### config.mk
export PLATFORM = sky130hd
export DESIGN_NAME = bsram_arbiter
export DESIGN_NICKNAME = d
export VERILOG_FILES = /design/src/rtl/bsram_arbiter_pkg.sv /design/src/rtl/bsram_arbiter_rr_arb2.sv /design/src/rtl/bsram_arbiter.sv
export SDC_FILE = /design/constraint.sdc
export NUM_CORES = 1
export LEC_CHECK = 0
export CORE_MARGIN = 2
export CORE_UTILIZATION = 35
export CTS_BUF_LIST = sky130_fd_sc_hd__clkbuf_16
export CTS_CLUSTER_SIZE = 30
export DETAILED_ROUTE_END_ITERATION = 8
export GPL_ROUTABILITY_DRIVEN = 0
export GPL_TIMING_DRIVEN = 0
export HOLD_SLACK_MARGIN = 0.12
export PLACE_DENSITY_LB_ADDON = 0.25
export SLEW_MARGIN = 20
export SYNTH_ARGS = -nofsm -noshare
export SYNTH_HDL_FRONTEND = slang
export SYNTH_HIERARCHICAL = 1
export SYNTH_SLANG_ARGS = --single-unit
### constraint.sdc
create_clock -name clk -period 2.7 [get_ports clk]
set_input_delay 0.27 -clock clk [delete_from_list [all_inputs] [get_ports clk]]
set_output_delay 0.27 -clock clk [all_outputs]
set_load 0.01 [all_outputs]
### src/rtl/bsram_arbiter_pkg.sv
// Shared types for the two-requester BSRAM arbiter: sequencer states,
// requester ids and the read-return tag that follows each access through the RAM.
package bsram_arbiter_pkg;

   typedef enum logic {
      CLEAR = 1'b0,
      RUN   = 1'b1
   } state_e;

   localparam logic REQ_A = 1'b0;
   localparam logic REQ_B = 1'b1;

   typedef struct packed {
      logic valid;
      logic id;
   } rd_tag_t;

   localparam rd_tag_t TAG_NONE = '{valid: 1'b0, id: REQ_A};

   function automatic rd_tag_t make_tag(input logic valid, input logic id);
      rd_tag_t t;
      t.valid = valid;
      t.id    = id;
      return t;
   endfunction

endpackage

### src/rtl/bsram_arbiter_rr_arb2.sv
// Two-way round-robin grant. Grant is combinational; the priority pointer
// moves to the losing side after every grant so ties alternate.
module bsram_arbiter_rr_arb2
   import bsram_arbiter_pkg::*;
(
   input  logic clk,
   input  logic rst_n,
   input  logic req_a,
   input  logic req_b,
   output logic gnt_a,
   output logic gnt_b
);

   logic ptr_r;

   // Lone requester wins outright; the pointer only breaks ties.
   always_comb begin
      gnt_a = 1'b0;
      gnt_b = 1'b0;
      if (req_a && req_b) begin
         gnt_a = (ptr_r == REQ_A);
         gnt_b = (ptr_r == REQ_B);
      end else begin
         gnt_a = req_a;
         gnt_b = req_b;
      end
   end

   // Priority pointer register.
   always_ff @(posedge clk) begin
      if (!rst_n) begin
         ptr_r <= REQ_A;
      end else if (gnt_a) begin
         ptr_r <= REQ_B;
      end else if (gnt_b) begin
         ptr_r <= REQ_A;
      end else begin
         ptr_r <= ptr_r;
      end
   end

endmodule

### src/rtl/bsram_arbiter.sv
// Round-robin arbiter and sequencer in front of a single-port block RAM:
// zero-fills the RAM after reset, then serves one access per cycle from A or B.
module bsram_arbiter
   import bsram_arbiter_pkg::*;
#(
   parameter int ADDR_W         = 13,
   parameter int DATA_W         = 8,
   parameter int RD_LAT         = 1,
   parameter int CLEAR_ON_RESET = 1
) (
   input  logic              clk,
   input  logic              rst_n,

   input  logic              a_valid,
   output logic              a_ready,
   input  logic              a_we,
   input  logic [ADDR_W-1:0] a_addr,
   input  logic [DATA_W-1:0] a_wdata,
   output logic              a_rsp_valid,
   output logic [DATA_W-1:0] a_rdata,

   input  logic              b_valid,
   output logic              b_ready,
   input  logic              b_we,
   input  logic [ADDR_W-1:0] b_addr,
   input  logic [DATA_W-1:0] b_wdata,
   output logic              b_rsp_valid,
   output logic [DATA_W-1:0] b_rdata,

   output logic              init_done,

   output logic              mem_ce,
   output logic              mem_oce,
   output logic              mem_reset,
   output logic              mem_wre,
   output logic [ADDR_W-1:0] mem_ad,
   output logic [DATA_W-1:0] mem_din,
   input  logic [DATA_W-1:0] mem_dout
);

   localparam int                DEPTH    = 2 ** ADDR_W;
   localparam logic [ADDR_W-1:0] CNT_LAST = ADDR_W'(DEPTH - 1);
   localparam logic [ADDR_W-1:0] CNT_ONE  = ADDR_W'(1);

   state_e            state_r;
   logic [ADDR_W-1:0] clr_cnt_r;
   rd_tag_t           tag_r [RD_LAT];

   logic    run_s;
   logic    gnt_a_s;
   logic    gnt_b_s;
   rd_tag_t tag_in_s;
   rd_tag_t tag_out_s;

   // Requests are only visible to the arbiter once the sweep is over and reset is released.
   assign run_s = rst_n && (state_r == RUN);

   bsram_arbiter_rr_arb2 u_rr_arb2 (
      .clk   (clk),
      .rst_n (rst_n),
      .req_a (a_valid && run_s),
      .req_b (b_valid && run_s),
      .gnt_a (gnt_a_s),
      .gnt_b (gnt_b_s)
   );

   // Sequencer: clear sweep over every address, then serve requests.
   always_ff @(posedge clk) begin
      if (!rst_n) begin
         state_r   <= (CLEAR_ON_RESET != 0) ? CLEAR : RUN;
         clr_cnt_r <= {ADDR_W{1'b0}};
      end else begin
         case (state_r)
            CLEAR: begin
               if (clr_cnt_r == CNT_LAST) begin
                  state_r   <= RUN;
                  clr_cnt_r <= clr_cnt_r;
               end else begin
                  state_r   <= CLEAR;
                  clr_cnt_r <= clr_cnt_r + CNT_ONE;
               end
            end
            RUN: begin
               state_r   <= RUN;
               clr_cnt_r <= clr_cnt_r;
            end
            default: begin
               state_r   <= CLEAR;
               clr_cnt_r <= {ADDR_W{1'b0}};
            end
         endcase
      end
   end

   // RAM command mux: sweep writes, granted requester, or idle.
   always_comb begin
      mem_ce  = 1'b0;
      mem_wre = 1'b0;
      mem_ad  = {ADDR_W{1'b0}};
      mem_din = {DATA_W{1'b0}};
      if (!rst_n) begin
         mem_ce  = 1'b0;
         mem_wre = 1'b0;
      end else if (state_r == CLEAR) begin
         mem_ce  = 1'b1;
         mem_wre = 1'b1;
         mem_ad  = clr_cnt_r;
         mem_din = {DATA_W{1'b0}};
      end else if (gnt_a_s) begin
         mem_ce  = 1'b1;
         mem_wre = a_we;
         mem_ad  = a_addr;
         mem_din = a_wdata;
      end else if (gnt_b_s) begin
         mem_ce  = 1'b1;
         mem_wre = b_we;
         mem_ad  = b_addr;
         mem_din = b_wdata;
      end else begin
         mem_ce  = 1'b0;
         mem_wre = 1'b0;
      end
   end

   // Tag for this cycle's access: only reads carry a valid owner id.
   always_comb begin
      tag_in_s = TAG_NONE;
      if (gnt_a_s) begin
         tag_in_s = make_tag(~a_we, REQ_A);
      end else if (gnt_b_s) begin
         tag_in_s = make_tag(~b_we, REQ_B);
      end else begin
         tag_in_s = TAG_NONE;
      end
   end

   // Tag pipeline matching the RAM read latency; reset drops reads in flight.
   always_ff @(posedge clk) begin
      if (!rst_n) begin
         for (int i = 0; i < RD_LAT; i++) begin
            tag_r[i] <= TAG_NONE;
         end
      end else begin
         tag_r[0] <= tag_in_s;
         for (int i = 1; i < RD_LAT; i++) begin
            tag_r[i] <= tag_r[i-1];
         end
      end
   end

   assign tag_out_s = tag_r[RD_LAT-1];

   assign a_ready     = gnt_a_s;
   assign b_ready     = gnt_b_s;
   assign a_rsp_valid = rst_n && tag_out_s.valid && (tag_out_s.id == REQ_A);
   assign b_rsp_valid = rst_n && tag_out_s.valid && (tag_out_s.id == REQ_B);
   assign a_rdata     = mem_dout;
   assign b_rdata     = mem_dout;
   assign init_done   = run_s;
   assign mem_oce     = 1'b1;
   assign mem_reset   = ~rst_n;

endmodule

* Word-level counts from Yosys, hierarchy flattened *
Memory sizes are Yosys's and may differ from the RTL's.
Cells that the tools add are included.

storage, ports and cells
  flip-flop bits (word level) = 15
  memory bits (writable) = 2
  input port bits = 56
  output and inout port bits = 46
  logic and storage cells = 53
  memories = 1

memories
  name   depth  bits a word  rd ports  clocked after Yosys merged registers in  wr ports  RTL line             RTL
  tag_r  1      2            1         0                                        1         bsram_arbiter.sv:47  rd_tag_t tag_r [RD_LAT];

cells by class
  add/sub/neg operators = 1
  eq/ne operators = 2
  multiplexer cells = 30
  bitwise gates (word level) = 6
  reduce and logical (&&, ||, !) cells = 10

operators with widths
  operator                 number
  $mux W13                 6
  $mux W8                  4
  $mux W1                  16
  $add A13 B1 Y13 const B  1
  $eq A13 B13 Y1 const B   1
  $logic_and A1 B1 Y1      7
  $mux W2                  3
  $not A1 Y1               6
  $ne A2 B2 Y1 const B     1
  $pmux W1 S2              1
  $reduce_and A2 Y1        1
  $reduce_bool A2 Y1       1
  $reduce_or A2 Y1         1

* Depth between registers and ports, before layout *
  word-level depth = 8
  depth in mapped cells = 9
  mapped depth without buffers = 6

* Modules after synthesis *
Netlist, hierarchy kept.

by module, submodules not included
  module                 instances  cells an instance  area an instance (µm²)  sequential area each (µm²)
  bsram_arbiter          1          178                1348.8                  320.3
  bsram_arbiter_rr_arb2  1          6                  48.8                    20.0

* Worst setup path after synthesis *
OpenSTA, ideal clock, no wires.

  path kind = register -> output
  start point = reg state_r
  end point = out mem_ad[10]
  arrival time = 2373 ps
  data required time = 2430 ps
  path slack = 57 ps
  cell stages (with the launch flop) = 9
  buffers on the path = 4
  cell sequence = dfxtp_1 > buf_2 > clkbuf_1 > and3_1 > a21boi_0 > clkbuf_1 > clkbuf_1 > a22oi_1 > a211oi_1

on the way
  elaborated cells on any way between the ends = 10
  classes of those cells = mux: 6; reduce/logical: 4

RTL lines
  element                                 RTL line                                  RTL
  start, declared                         bsram_arbiter.sv:45                       state_e state_r;
  start signal, assigned                  bsram_arbiter.sv:70                       state_r <= (CLEAR_ON_RESET != 0) ? CLEAR : RUN;
  $logic_and A1 B1 Y1 *                   bsram_arbiter.sv:56                       assign run_s = rst_n && (state_r == RUN);
  $logic_and A1 B1 Y1 (on tied branches)  bsram_arbiter.sv:61, bsram_arbiter.sv:62
  $logic_and A1 B1 Y1                     bsram_arbiter_rr_arb2.sv:20               if (req_a && req_b) begin
  $mux W1 *                               bsram_arbiter_rr_arb2.sv:20
  named net a_ready                       bsram_arbiter.sv:15                       output logic a_ready,
  $mux W13 *                              bsram_arbiter.sv:109                      end else if (gnt_a_s) begin
  $mux W13 *                              bsram_arbiter.sv:104                      end else if (state_r == CLEAR) begin
  $mux W13 *                              bsram_arbiter.sv:101                      if (!rst_n) begin
  end, declared                           bsram_arbiter.sv:36                       output logic [ADDR_W-1:0] mem_ad,

The timed path passes the listed nets; every way through them passes the cells marked *.

* Worst setup path after layout *
  start point = reg state_r
  end point = out mem_din[5]

on the way
  longest elaborated chain between the ends = 8
  elaborated cells on any way between the ends = 10
  classes of those cells = mux: 6; reduce/logical: 4

RTL lines
  element                                 RTL line                                  RTL
  $logic_and A1 B1 Y1                     bsram_arbiter.sv:56
  $logic_and A1 B1 Y1 (on tied branches)  bsram_arbiter.sv:61, bsram_arbiter.sv:62
  $logic_and A1 B1 Y1                     bsram_arbiter_rr_arb2.sv:20
  $mux W1                                 bsram_arbiter_rr_arb2.sv:20
  $mux W8                                 bsram_arbiter.sv:114                      end else if (gnt_b_s) begin
  $mux W8                                 bsram_arbiter.sv:109
  $mux W8 *                               bsram_arbiter.sv:104
  $mux W8 *                               bsram_arbiter.sv:101
  end, declared                           bsram_arbiter.sv:37                       output logic [DATA_W-1:0] mem_din,

Mark *: on every way between the ends. The rest lies on a longest branch, timed or not.

==> parameters.txt <==
Parameter                              Value

Critical path
  Endpoint of the lowest-slack register-to-register path ... clr_cnt_r[4]
  Number of cell instances on the worst register-to-register path ... 4
  Start point of the critical path ... state_r
  Arrival @ worst endpoint ... 2.31 ns
  Slowest cell delay on critical path ... 0.55 ns
  Worst setup slack for register-to-register paths ... approximately 1.1 ns
  Worst Path Buf+Inv ... 4
  Largest fanout on the critical path ... 18
  Series of cell instances along the critical path ... buf_6, and3_2, a21boi_2, buf_4, nor2b_4, buf_6, a22oi_1, nor2_1, clkdlybuf4s50_1
  Slowest cell on the critical path ... sky130_fd_sc_hd__clkdlybuf4s50_1
  Critical register-to-register path startpoint ... clr_cnt_r[2]
  Required time of the critical path ... roughly 2.4 ns
  Critical path capture point type ... primary output
  Crit Path Class ... flip-flop to primary output
  Category of cells accounting for the largest share of critical-path delay ... buffers and inverters
  Critical Path Start Type ... flip-flop
  Critical path's most frequent cell ... sky130_fd_sc_hd__buf_6

Power and ir drop
  Pwr per Cell Area ... around 290 mW/mm²
  Max IR drop VDD ... 0.000175 V
  Leak Pwr ... 0.00106 µW

Clocking
  Number of buffers on the longest clock path ... 2
  Clock tree from TritonCTS ... done
  Clock tree root driver cell ... sky130_fd_sc_hd__clkbuf_16
  Number of buffers added to fix hold violations after cts ... 0
  Total number of clock tree sinks ... 17
  Register clock-pin slew on the reported worst setup and hold paths ... 0.05 ns
  Total number of H-tree levels ... 1
  Latest clock arrival within the worst-skew pair ... 0.25 ns
  Post-CTS setup buffer count ... 0
  Number of clock buffers inserted by TritonCTS ... 3

Timing
  Hold slack final ... 0.337 ns
  Period minus WS final ... 2.58 ns
  Count of endpoints failing setup in the final report ... 0
  Relative slew margins ... approximately two thirds
  Transition time at the pin with the least slew margin ... 0.518 ns
  Final Hold Fails ... 0
  Skew final ... approximately 0.0009 ns
  RSZ-0062 raised after global routing ... no
  Maximum clock frequency ... 0.388 GHz
  Max-slew violations ... 0
  Final period utilization ... 95.4%

Yosys
  Primary FF master, synth ... sky130_fd_sc_hd__dfxtp_1
  Count of synthesis-stage warnings from yosys ... 6
  Post-synthesis cell area ... 0.00140 mm²
  Share of Yosys cell area claimed by the top area cell type ... 24.4%
  Number of enable flip-flop cells after synthesis ... 0
  Sequential element share of the synthesized area ... around 24%
  Mapped Cells ... 184
  Top cells by area, synth ... sky130_fd_sc_hd__dfxtp_1 24%, sky130_fd_sc_hd__a22oi_1 11%, sky130_fd_sc_hd__buf_4 9.1%, sky130_fd_sc_hd__nor2_1 7.3%, sky130_fd_sc_hd__a211oi_1 7.0%
  Post-synthesis net count ... 241
  Share of async-settable or async-resettable flops after synthesis ... 0%
  Synth cell types ... 42
  Register bit count reported by yosys ... 17
  Top cell type by total area after synthesis ... sky130_fd_sc_hd__dfxtp_1
  Mean cell area of the mapped netlist ... roughly 7.6 µm²

Job
  Count of max-cap constraint violations ... 0

Finish
  Fraction of final layout cells with drive strength greater than 1 ... 14.7%
  Net count, final ... 337
  Layout area overhead ... 80.6%
  Count of fill cells added during filler insertion ... 317
  Final Non-Filler Cells ... 327
  Diode count ... 0

Route
  Final routed DRC violation total ... 0
  Count of TritonRoute iterations in the first routing pass ... 4
  Final wirelength ... about 4.8 mm
  Routed vias ... 1699
  Average wire per standard cell ... between 10 and 15 µm
  Remaining antenna violation count ... 0
  Drt via density ... 5.20
  Initial drt markers ... 128

Worst hold path
  Worst min-delay path endpoint ... u_rr_arb2/ptr_r
  Class of the worst hold path ... input pin to flip-flop
  Source of the worst hold timing path ... rst_n
  Cell depth of the worst hold path ... 3

GRT
  Vias in the first global route ... 1712
  GRT overflow ... 0
  Antenna violations before repair ... 0
  First-pass GRT wire length ... 7.71 mm
  GRT Total Usage ... 22.0%
  Largest net degree at the start of global routing ... 19

Die
  Die Wd ... about 67 µm
  Floorplan die height ... 67.2 µm
  Number of top-level pins ... 102
  Core area ... 0.00374 mm²
  Total die area ... 0.00451 mm²
  Effective utilization at floorplan ... 37.3%
  Placement row count ... 22

Place
  Hpwl dp ... 3.80 mm
  Buffers on Ports ... 92
  Post-placement cell count ... ~320

Run status
  Run status ... completed
## kinds of logic after synthesis
| group | after synthesis | synth area share (%) |
|---|---|---|
| buffers and inverters | 35 | 14.1 |
| XOR/XNOR | 1 | 0.627 |
| other | 1 | 0.268 |
| AND/OR/NAND/NOR | 64 | 25.3 |
| flip-flops | 17 | 24.4 |
| multiplexers | 3 | 2.15 |
| AO/OA/AOI/OAI | 62 | 32.2 |
| adder cells (fa/ha/maj) | 1 | 0.895 |
## how the worst max path moves through the flow
stage	endpoint	slack, ns	depth (start not counted)
3_3_place_gp	mem_ad[10]	-1.08	9
3_5_place_dp	mem_ad[10]	-1.09	9
5_1_grt	mem_din[4]	0.001	8
2_1_floorplan	mem_ad[10]	0.06	8
4_1_cts	mem_wre	-0.05	8
6_report	mem_din[5]	0.12	9
## cell usage in the layout, fill, tap and decap left out, drive strengths merged, types with 3 or more instances in the layout
| cell | instances |
|---|---|
| nand4 | 3 |
| nor2 | 28 |
| dlygate4sd2 | 12 |
| a211oi | 13 |
| clkbuf | 11 |
| nor2b | 3 |
| or3 | 3 |
| mux2i | 3 |
| inv | 5 |
| a22oi | 21 |
| nand2 | 9 |
| and3 | 5 |
| clkdlybuf4s50 | 72 |
| a21oi | 11 |
| nand2b | 3 |
| o21ai | 6 |
| dfxtp | 17 |
| dlymetal6s2s | 7 |
| buf | 21 |
## worst min-delay path: cells and delay by family
kind                   cells  cell delay, ns
AOI/OAI and AO/OA          2            0.13
buffers and inverters      1            0.13
## cell usage after synthesis (2+ instances only)
cell type and number:
sky130_fd_sc_hd__a211oi_1 13, sky130_fd_sc_hd__a21oi_1 11, sky130_fd_sc_hd__a22oi_1 21, sky130_fd_sc_hd__and3_1 5, sky130_fd_sc_hd__buf_2 2, sky130_fd_sc_hd__buf_4 17
sky130_fd_sc_hd__clkbuf_1 10, sky130_fd_sc_hd__dfxtp_1 17, sky130_fd_sc_hd__inv_1 5, sky130_fd_sc_hd__mux2i_1 3, sky130_fd_sc_hd__nand2_1 9, sky130_fd_sc_hd__nand2b_1 3
sky130_fd_sc_hd__nand3b_1 2, sky130_fd_sc_hd__nor2_1 27, sky130_fd_sc_hd__nor2b_1 3, sky130_fd_sc_hd__nor3_1 2, sky130_fd_sc_hd__o21ai_0 5, sky130_fd_sc_hd__o31ai_1 2
sky130_fd_sc_hd__or3_1 3, sky130_fd_sc_hd__or4_1 2
## state kept, by name, summed over array words and instances (netlist names)
signal	cells
u_rr_arb2/ptr_r	1
state_r	1
clr_cnt_r	13
tag_r	2
## what timing repair did
| action | CTS | global route |
|---|---|---|
| resized for setup | 31 | 17 |
| setup endpoints to repair | 23 | 21 |
| endpoints found under the hold margin | 0 | 0 |
## stage by stage
step / setup TNS (ns) / total power (µW) / setup WS [ns] / utilization, % / area (µm²)
after floorplan: 0 / 317 / 0.0570 / - / 1400
after global placement: -20.94 / 426 / -1.08 / 63.5 / 2380
after detailed placement: -20.75 / 428 / -1.09 / 63.5 / 2380
after CTS: -0.0675 / 723 / -0.0503 / 66.3 / 2480
after global routing: 0 / 746 / 0.000972 / 67.4 / 2520
final: 0 / 723 / 0.124 / 67.4 / 2520
## per-layer routing
metal / global-route usage [%] / share of wire (%) / wire (µm)
met1: 26.2 / 40 / 1910
met2: 37.9 / 50 / 2380
met3: 6.00 / 8.7 / 414
met4: 7.40 / 1.1 / 53
met5: 0 / 0 / 0
## where the power goes
group	switching (µW)	internal [µW]	total, µW
Combinational	48.7	112	161
Clock	103	198	301
Sequential	5.88	255	261
Total	157	566	723
## area by class of cell
type	instances	area [µm²]	share of cell area, %
timing repair buffer	92	918	36.4
multi-input combinational	132	893	35.4
sequential	17	340	13.5
buffer	28	209	8.28
clock buffer	3	75.1	2.97
tap	48	60.1	2.38
inverter	6	22.5	0.892
clock inverter	1	5.00	0.198
No activity file was read; power rests on OpenSTA's default activity.
